$ cat config.mk
export PLATFORM = sky130hd
export DESIGN_NAME = aes_round_sequencer
export DESIGN_NICKNAME = d
export VERILOG_FILES = /design/src/rtl/aes_round_sequencer.sv
export SDC_FILE = /design/constraint.sdc
export NUM_CORES = 1
export LEC_CHECK = 0
export BUFFER_PORTS_ARGS = -buffer_cell sky130_fd_sc_hd__buf_2
export CORE_AREA = 2 2 350 352
export CTS_CLUSTER_DIAMETER = 60
export DETAILED_ROUTE_END_ITERATION = 8
export DIE_AREA = 0 0 352 354
export GPL_TIMING_DRIVEN = 0
export PLACE_DENSITY = 0.32
export SETUP_SLACK_MARGIN = 0.02
export SLEW_MARGIN = 20
export SYNTH_ARGS = -nofsm -noshare
export SYNTH_HDL_FRONTEND = slang
export SYNTH_SLANG_ARGS = --single-unit
$ cat constraint.sdc
create_clock -name clk -period 1.7 [get_ports clk]
set_input_delay 0.34 -clock clk [delete_from_list [all_inputs] [get_ports clk]]
set_output_delay 0.34 -clock clk [all_outputs]
set_load 0.1 [all_outputs]
$ cat src/rtl/aes_round_sequencer.sv
// rtl/aes_round_sequencer.sv - iterative AES-128 round sequencer
// Owns the state register, steps the round datapath and trades state with the external S-box unit.
module aes_round_sequencer #(
    parameter int NR = 10,
    parameter int RW = 4
) (
    input  logic          clk,
    input  logic          rst,
    input  logic          in_valid,
    output logic          in_ready,
    input  logic [127:0]  in_data,
    output logic          out_valid,
    input  logic          out_ready,
    output logic [127:0]  out_data,
    output logic [RW-1:0] rk_idx,
    input  logic [127:0]  rk_data,
    output logic          sb_req_valid,
    input  logic          sb_req_ready,
    output logic [127:0]  sb_req_data,
    input  logic          sb_rsp_valid,
    input  logic [127:0]  sb_rsp_data,
    output logic [127:0]  core_din,
    output logic [1:0]    core_sel,
    input  logic [127:0]  core_dout
);

    typedef enum logic [2:0] {
        S_IDLE,
        S_ARK,
        S_SBREQ,
        S_SBWAIT,
        S_DONE
    } fsm_e;

    localparam logic [RW-1:0] LAST_ROUND = RW'(NR);

    fsm_e          fsm_q, fsm_d;
    logic [127:0]  state_q, state_d;
    logic [127:0]  sbuf_q, sbuf_d;
    logic [RW-1:0] round_q, round_d;
    logic          first_round;
    logic          last_round;

    assign first_round = (round_q == '0);
    assign last_round  = (round_q == LAST_ROUND);

    always_ff @(posedge clk) begin
        if (rst) begin
            fsm_q   <= S_IDLE;
            state_q <= '0;
            sbuf_q  <= '0;
            round_q <= '0;
        end else begin
            fsm_q   <= fsm_d;
            state_q <= state_d;
            sbuf_q  <= sbuf_d;
            round_q <= round_d;
        end
    end

    always_comb begin
        fsm_d = fsm_q;
        case (fsm_q)
            S_IDLE:   if (in_valid) fsm_d = S_ARK;
            S_ARK:    fsm_d = last_round ? S_DONE : S_SBREQ;
            S_SBREQ:  if (sb_req_ready) fsm_d = S_SBWAIT;
            S_SBWAIT: if (sb_rsp_valid) fsm_d = S_ARK;
            S_DONE:   if (out_ready) fsm_d = S_IDLE;
            default:  fsm_d = S_IDLE;
        endcase
    end

    // Responses arriving outside SBWAIT never touch sbuf.
    always_comb begin
        state_d = state_q;
        sbuf_d  = sbuf_q;
        round_d = round_q;
        case (fsm_q)
            S_IDLE: begin
                if (in_valid) begin
                    state_d = in_data;
                    round_d = '0;
                end
            end
            S_ARK: begin
                state_d = core_dout ^ rk_data;
                if (!last_round) round_d = round_q + RW'(1);
            end
            S_SBWAIT: if (sb_rsp_valid) sbuf_d = sb_rsp_data;
            default: ;
        endcase
    end

    always_comb begin
        in_ready     = 1'b0;
        out_valid    = 1'b0;
        sb_req_valid = 1'b0;
        rk_idx       = '0;
        core_sel     = 2'b00;
        core_din     = '0;
        case (fsm_q)
            S_IDLE:  in_ready = 1'b1;
            S_ARK: begin
                rk_idx   = round_q;
                core_din = first_round ? state_q : sbuf_q;
                core_sel = first_round ? 2'b00 : (last_round ? 2'b10 : 2'b01);
            end
            S_SBREQ: sb_req_valid = 1'b1;
            S_DONE:  out_valid = 1'b1;
            default: ;
        endcase
    end

    assign out_data    = state_q;
    assign sb_req_data = state_q;

endmodule

==> flow_summary.json <==
{
  "slowest_stage": "dfxtp_4",
  "clock_tree.buffer_depth": 3,
  "critical_path.n_buffers_inverters": 5,
  "gp_weighted_congestion": 0.8052,
  "synth_nets": 2250,
  "timing.critical_path.max_delay_family": "buffers and inverters",
  "globalRouteTotalUtil_pct": 14.32,
  "fp.dieH_um": 354,
  "final-hold-violation-count": 0,
  "tritoncts_clock_tree": "yes",
  "synth-main-ff-cell": "dfxtp_1",
  "synth-seq-area-share_pct": 36.67,
  "synth_cell_type_count": 34,
  "cts.sink_count": 263,
  "i_o_pin_cnt": 911,
  "grt_start_max_net_pins": 12,
  "vias_in_the_first_global_route": 17760,
  "finalHoldWorstSlack_ns": 0.05488,
  "synth-async-reset-ratio_pct": 0,
  "netlist_top_cells_count": "516 x nand2_1, 263 x dfxtp_1, 170 x a21oi_1, 129 x buf_4, 129 x mux2i_1",
  "placementRows": 128,
  "detail-route-antenna-nets": 0,
  "final-seq-area_um2": 5436,
  "min-delay-start": "sb_rsp_data[76]",
  "die_width_um": 352,
  "crit_required_ns": 1.36,
  "clock-skew-final_ns": 0.01307,
  "rrSetupSlack_ns": -0.36,
  "worst_path_most_repeated_cell": "buf_12",
  "total_detailed_routing_wirelength_um": 93390,
  "dp_slack_ns": -1.346,
  "report.power.total_w": 0.03017,
  "status": "finished, violations left",
  "max_cap_violations": 0,
  "multi_input_area_um2": 9160,
  "p_per_area_nw_per_um2": 982.1,
  "cts_made_buffers": 48,
  "r2r-start": "fsm_q[2]",
  "finish.cell_count_without_fillers": 4641,
  "worst-setup-path-type": "reg2out",
  "ys_ff_latch": 263,
  "max-vdd-ir-drop_mv": 0.5509,
  "ctsHtreeMaxLevel": 2,
  "timing.critical_path.fanout_max": 6,
  "vias_per_cell": 3.609,
  "floorplan.initialDensity_pct": 11.87,
  "hpwl_um": 72100,
  "reg2regPathDepth": 10,
  "syn-mean-instance-area_um2": 8.303,
  "final_layout_size_suffix_gt1_share_pct": 56.01,
  "final_nets": 3495,
  "critPathCaptureType": "output port",
  "mappedNetlistArea_um2": 14360,
  "start_kind": "register",
  "nFillCells": 13290,
  "insertion_delay_of_the_later_clocked_pin_in_the_worst_skew_pair_ns": 0.59,
  "failed_checks": "setup timing",
  "arrival_time_of_data_at_the_critical_path_endpoint_ns": 2.44,
  "yosys.area.top_type": "dfxtp_1",
  "design.core.area_um2": 120900,
  "number_of_flops_mapped_to_enable_cells_by_yosys": 0,
  "yosys_warnings": 0,
  "post-place-cells": 4264,
  "cts_root_buffer": "clkbuf_16",
  "grt_first_pass_wirelength_um": 129800,
  "globalRoute.totalOverflow": 0,
  "power.static_leakage_nw": 12.50,
  "worstMarginPinSlew_ns": 0.7996,
  "wire_per_inst_um": 20.12,
  "report.final.setup_viol": 630,
  "worst_setup_hold_path_clk_slew_ns": 0.06,
  "antenna_found_initial": 16,
  "design.die.area_um2": 124600,
  "drt_drc_violations_left": 0,
  "crit_chain": "inv_4 > ha_4 > nor3b_4 > buf_12 > buf_16 > clkbuf_16 > nand2_2 > a21oi_4 > buf_12",
  "grt_setup_unrepaired": "true",
  "reg2reg_to": "out_data[79]",
  "drt_iter0_drc": 597,
  "synthToLayoutAreaGrowth_pct": 114.0,
  "postLayoutSetupSlackWorst_ns": -1.079,
  "mapped_cells": 1729,
  "yosys.area.top_type_share_pct": 36.67,
  "timing.final.crit_share_pct": 163.5,
  "dr_total_vias": 16750,
  "netlist_top_cells_area": "dfxtp_1 37%, nand2_1 13%, mux2i_1 9.0%",
  "synth_most_common_cell": "nand2_1",
  "hold_path_depth": 3,
  "worst_path_largest_cell_delay_ns": 0.35,
  "io_buffer_count": 910,
  "hold_worst_path_end": "sbuf_q[76]",
  "maxSlewHeadroom_pct": 46.70,
  "clock.fmax_ghz": 0.3598,
  "worstHoldPathType": "in2reg",
  "drtPass1Iterations": 5,
  "timing.final.max_slew_violations": 0,
  "period_needed_ns": 2.779
}
## worst reg2reg max path: cells and delay by family, from the launching register on
kind	cells	cell delay, ns
and+or+nand+nor	1	0.18
buffers and inverters	7	1.10
muxes	1	0.23
AOI/OAI and AO/OA	1	0.09
DFF	1	0.33
## worst max path at each step
stage                     from            to  slack, ns  cells after the start
finish              round_q[0]  core_din[52]      -1.08                      9
CTS                 round_q[0]  core_din[57]      -1.15                      9
detailed placement    fsm_q[0]  out_data[96]      -1.35                      5
global placement      fsm_q[0]  out_data[96]      -1.29                      5
global route        round_q[0]  core_din[52]      -1.19                      9
floorplan           round_q[0]  core_din[10]      -0.71                      7
## where the power goes
part / internal (W) / switching, W / total [W]
Combinational: 0.00371 / 0.00888 / 0.0126
Clock: 0.00668 / 0.00370 / 0.0104
Sequential: 0.00663 / 0.000563 / 0.00720
Total: 0.0170 / 0.0131 / 0.0302
## final cells by class
cell class	count	share of cell area, %
Buffer	261	8.190
Tap cell	1625	6.618
Timing Repair Buffer	1195	32.08
Clock inverter	23	1.075
Inverter	3	0.05295
Antenna cell	6	0.04887
Clock buffer	63	4.423
Multi-Input combinational cell	1202	29.82
Sequential cell	263	17.70
## state kept, by name (all words and copies together), names as in the netlist
signal,flops
out_data,128
sbuf_q,128
round_q,4
fsm_q,3
## layout by cell type (no fill, tap or decap), types with 6 or more instances in the layout
| cell | netlist | routed |
|---|---|---|
| clkbuf_2 | 1 | 6 |
| dfxtp_2 | 0 | 131 |
| dfxtp_1 | 263 | 130 |
| a21oi_2 | 90 | 12 |
| buf_8 | 0 | 16 |
| nand2_1 | 516 | 454 |
| buf_6 | 17 | 30 |
| dlygate4sd3_1 | 0 | 224 |
| mux2i_4 | 0 | 11 |
| a21oi_1 | 170 | 120 |
| a21oi_4 | 0 | 128 |
| o2bb2ai_1 | 128 | 128 |
| clkbuf_8 | 0 | 17 |
| buf_12 | 0 | 169 |
| nand2_2 | 0 | 38 |
| mux2i_1 | 129 | 97 |
| clkbuf_4 | 0 | 12 |
| nor2_4 | 0 | 6 |
| clkbuf_1 | 42 | 19 |
| clkbuf_16 | 0 | 57 |
| bufinv_16 | 0 | 7 |
| mux2i_2 | 0 | 21 |
| xor2_1 | 128 | 128 |
| buf_16 | 0 | 16 |
| nand2_4 | 0 | 22 |
| buf_2 | 67 | 796 |
| diode_2 | 0 | 6 |
| buf_4 | 129 | 153 |
## logic make-up after synthesis
kind of cell             Yosys count  share of synthesized area (%)
flip-flops                       263                          36.67
AND/OR/NAND/NOR                  546                          14.84
adder cells (fa/ha/maj)            3                         0.2615
XOR/XNOR                         128                          7.809
AO/OA/AOI/OAI                    396                          19.66
buffers and inverters            264                          11.76
multiplexers                     129                          8.994
## through the flow
stage | setup TNS (ns) | cell area (um2) | util [%]
final | -187.67 | 30720 | 25.41
after global routing | -248.75 | 30710 | 25.40
after CTS | -232.64 | 30130 | 24.92
after detailed placement | -272.18 | 22490 | 18.60
after global placement | -309.69 | 22490 | 18.60
after floorplan | -57.45 | 15900 | -
## repair_timing
item	in CTS	in global routing
setup buffers	35	7
hold endpoints to repair	224	0
resized for setup	807	129
hold buffers	224	0
setup endpoints to repair	645	644
pin swaps	56	46
cloned	16	6
## routing by layer
| metal | wire length, um | part of all wire (%) | vias to the layer above | global-route usage, % |
|---|---|---|---|---|
| met5 | 13 | 0.014 | - | 0 |
| met4 | 1225 | 1.3 | 2 | 2.326 |
| met3 | 4812 | 5.2 | 91 | 3.216 |
| met2 | 48650 | 52 | 570 | 26.31 |
| met1 | 38690 | 41 | 7853 | 17.10 |
| li1 | - | - | 8234 | - |
Power figures use the tool's default switching activity.
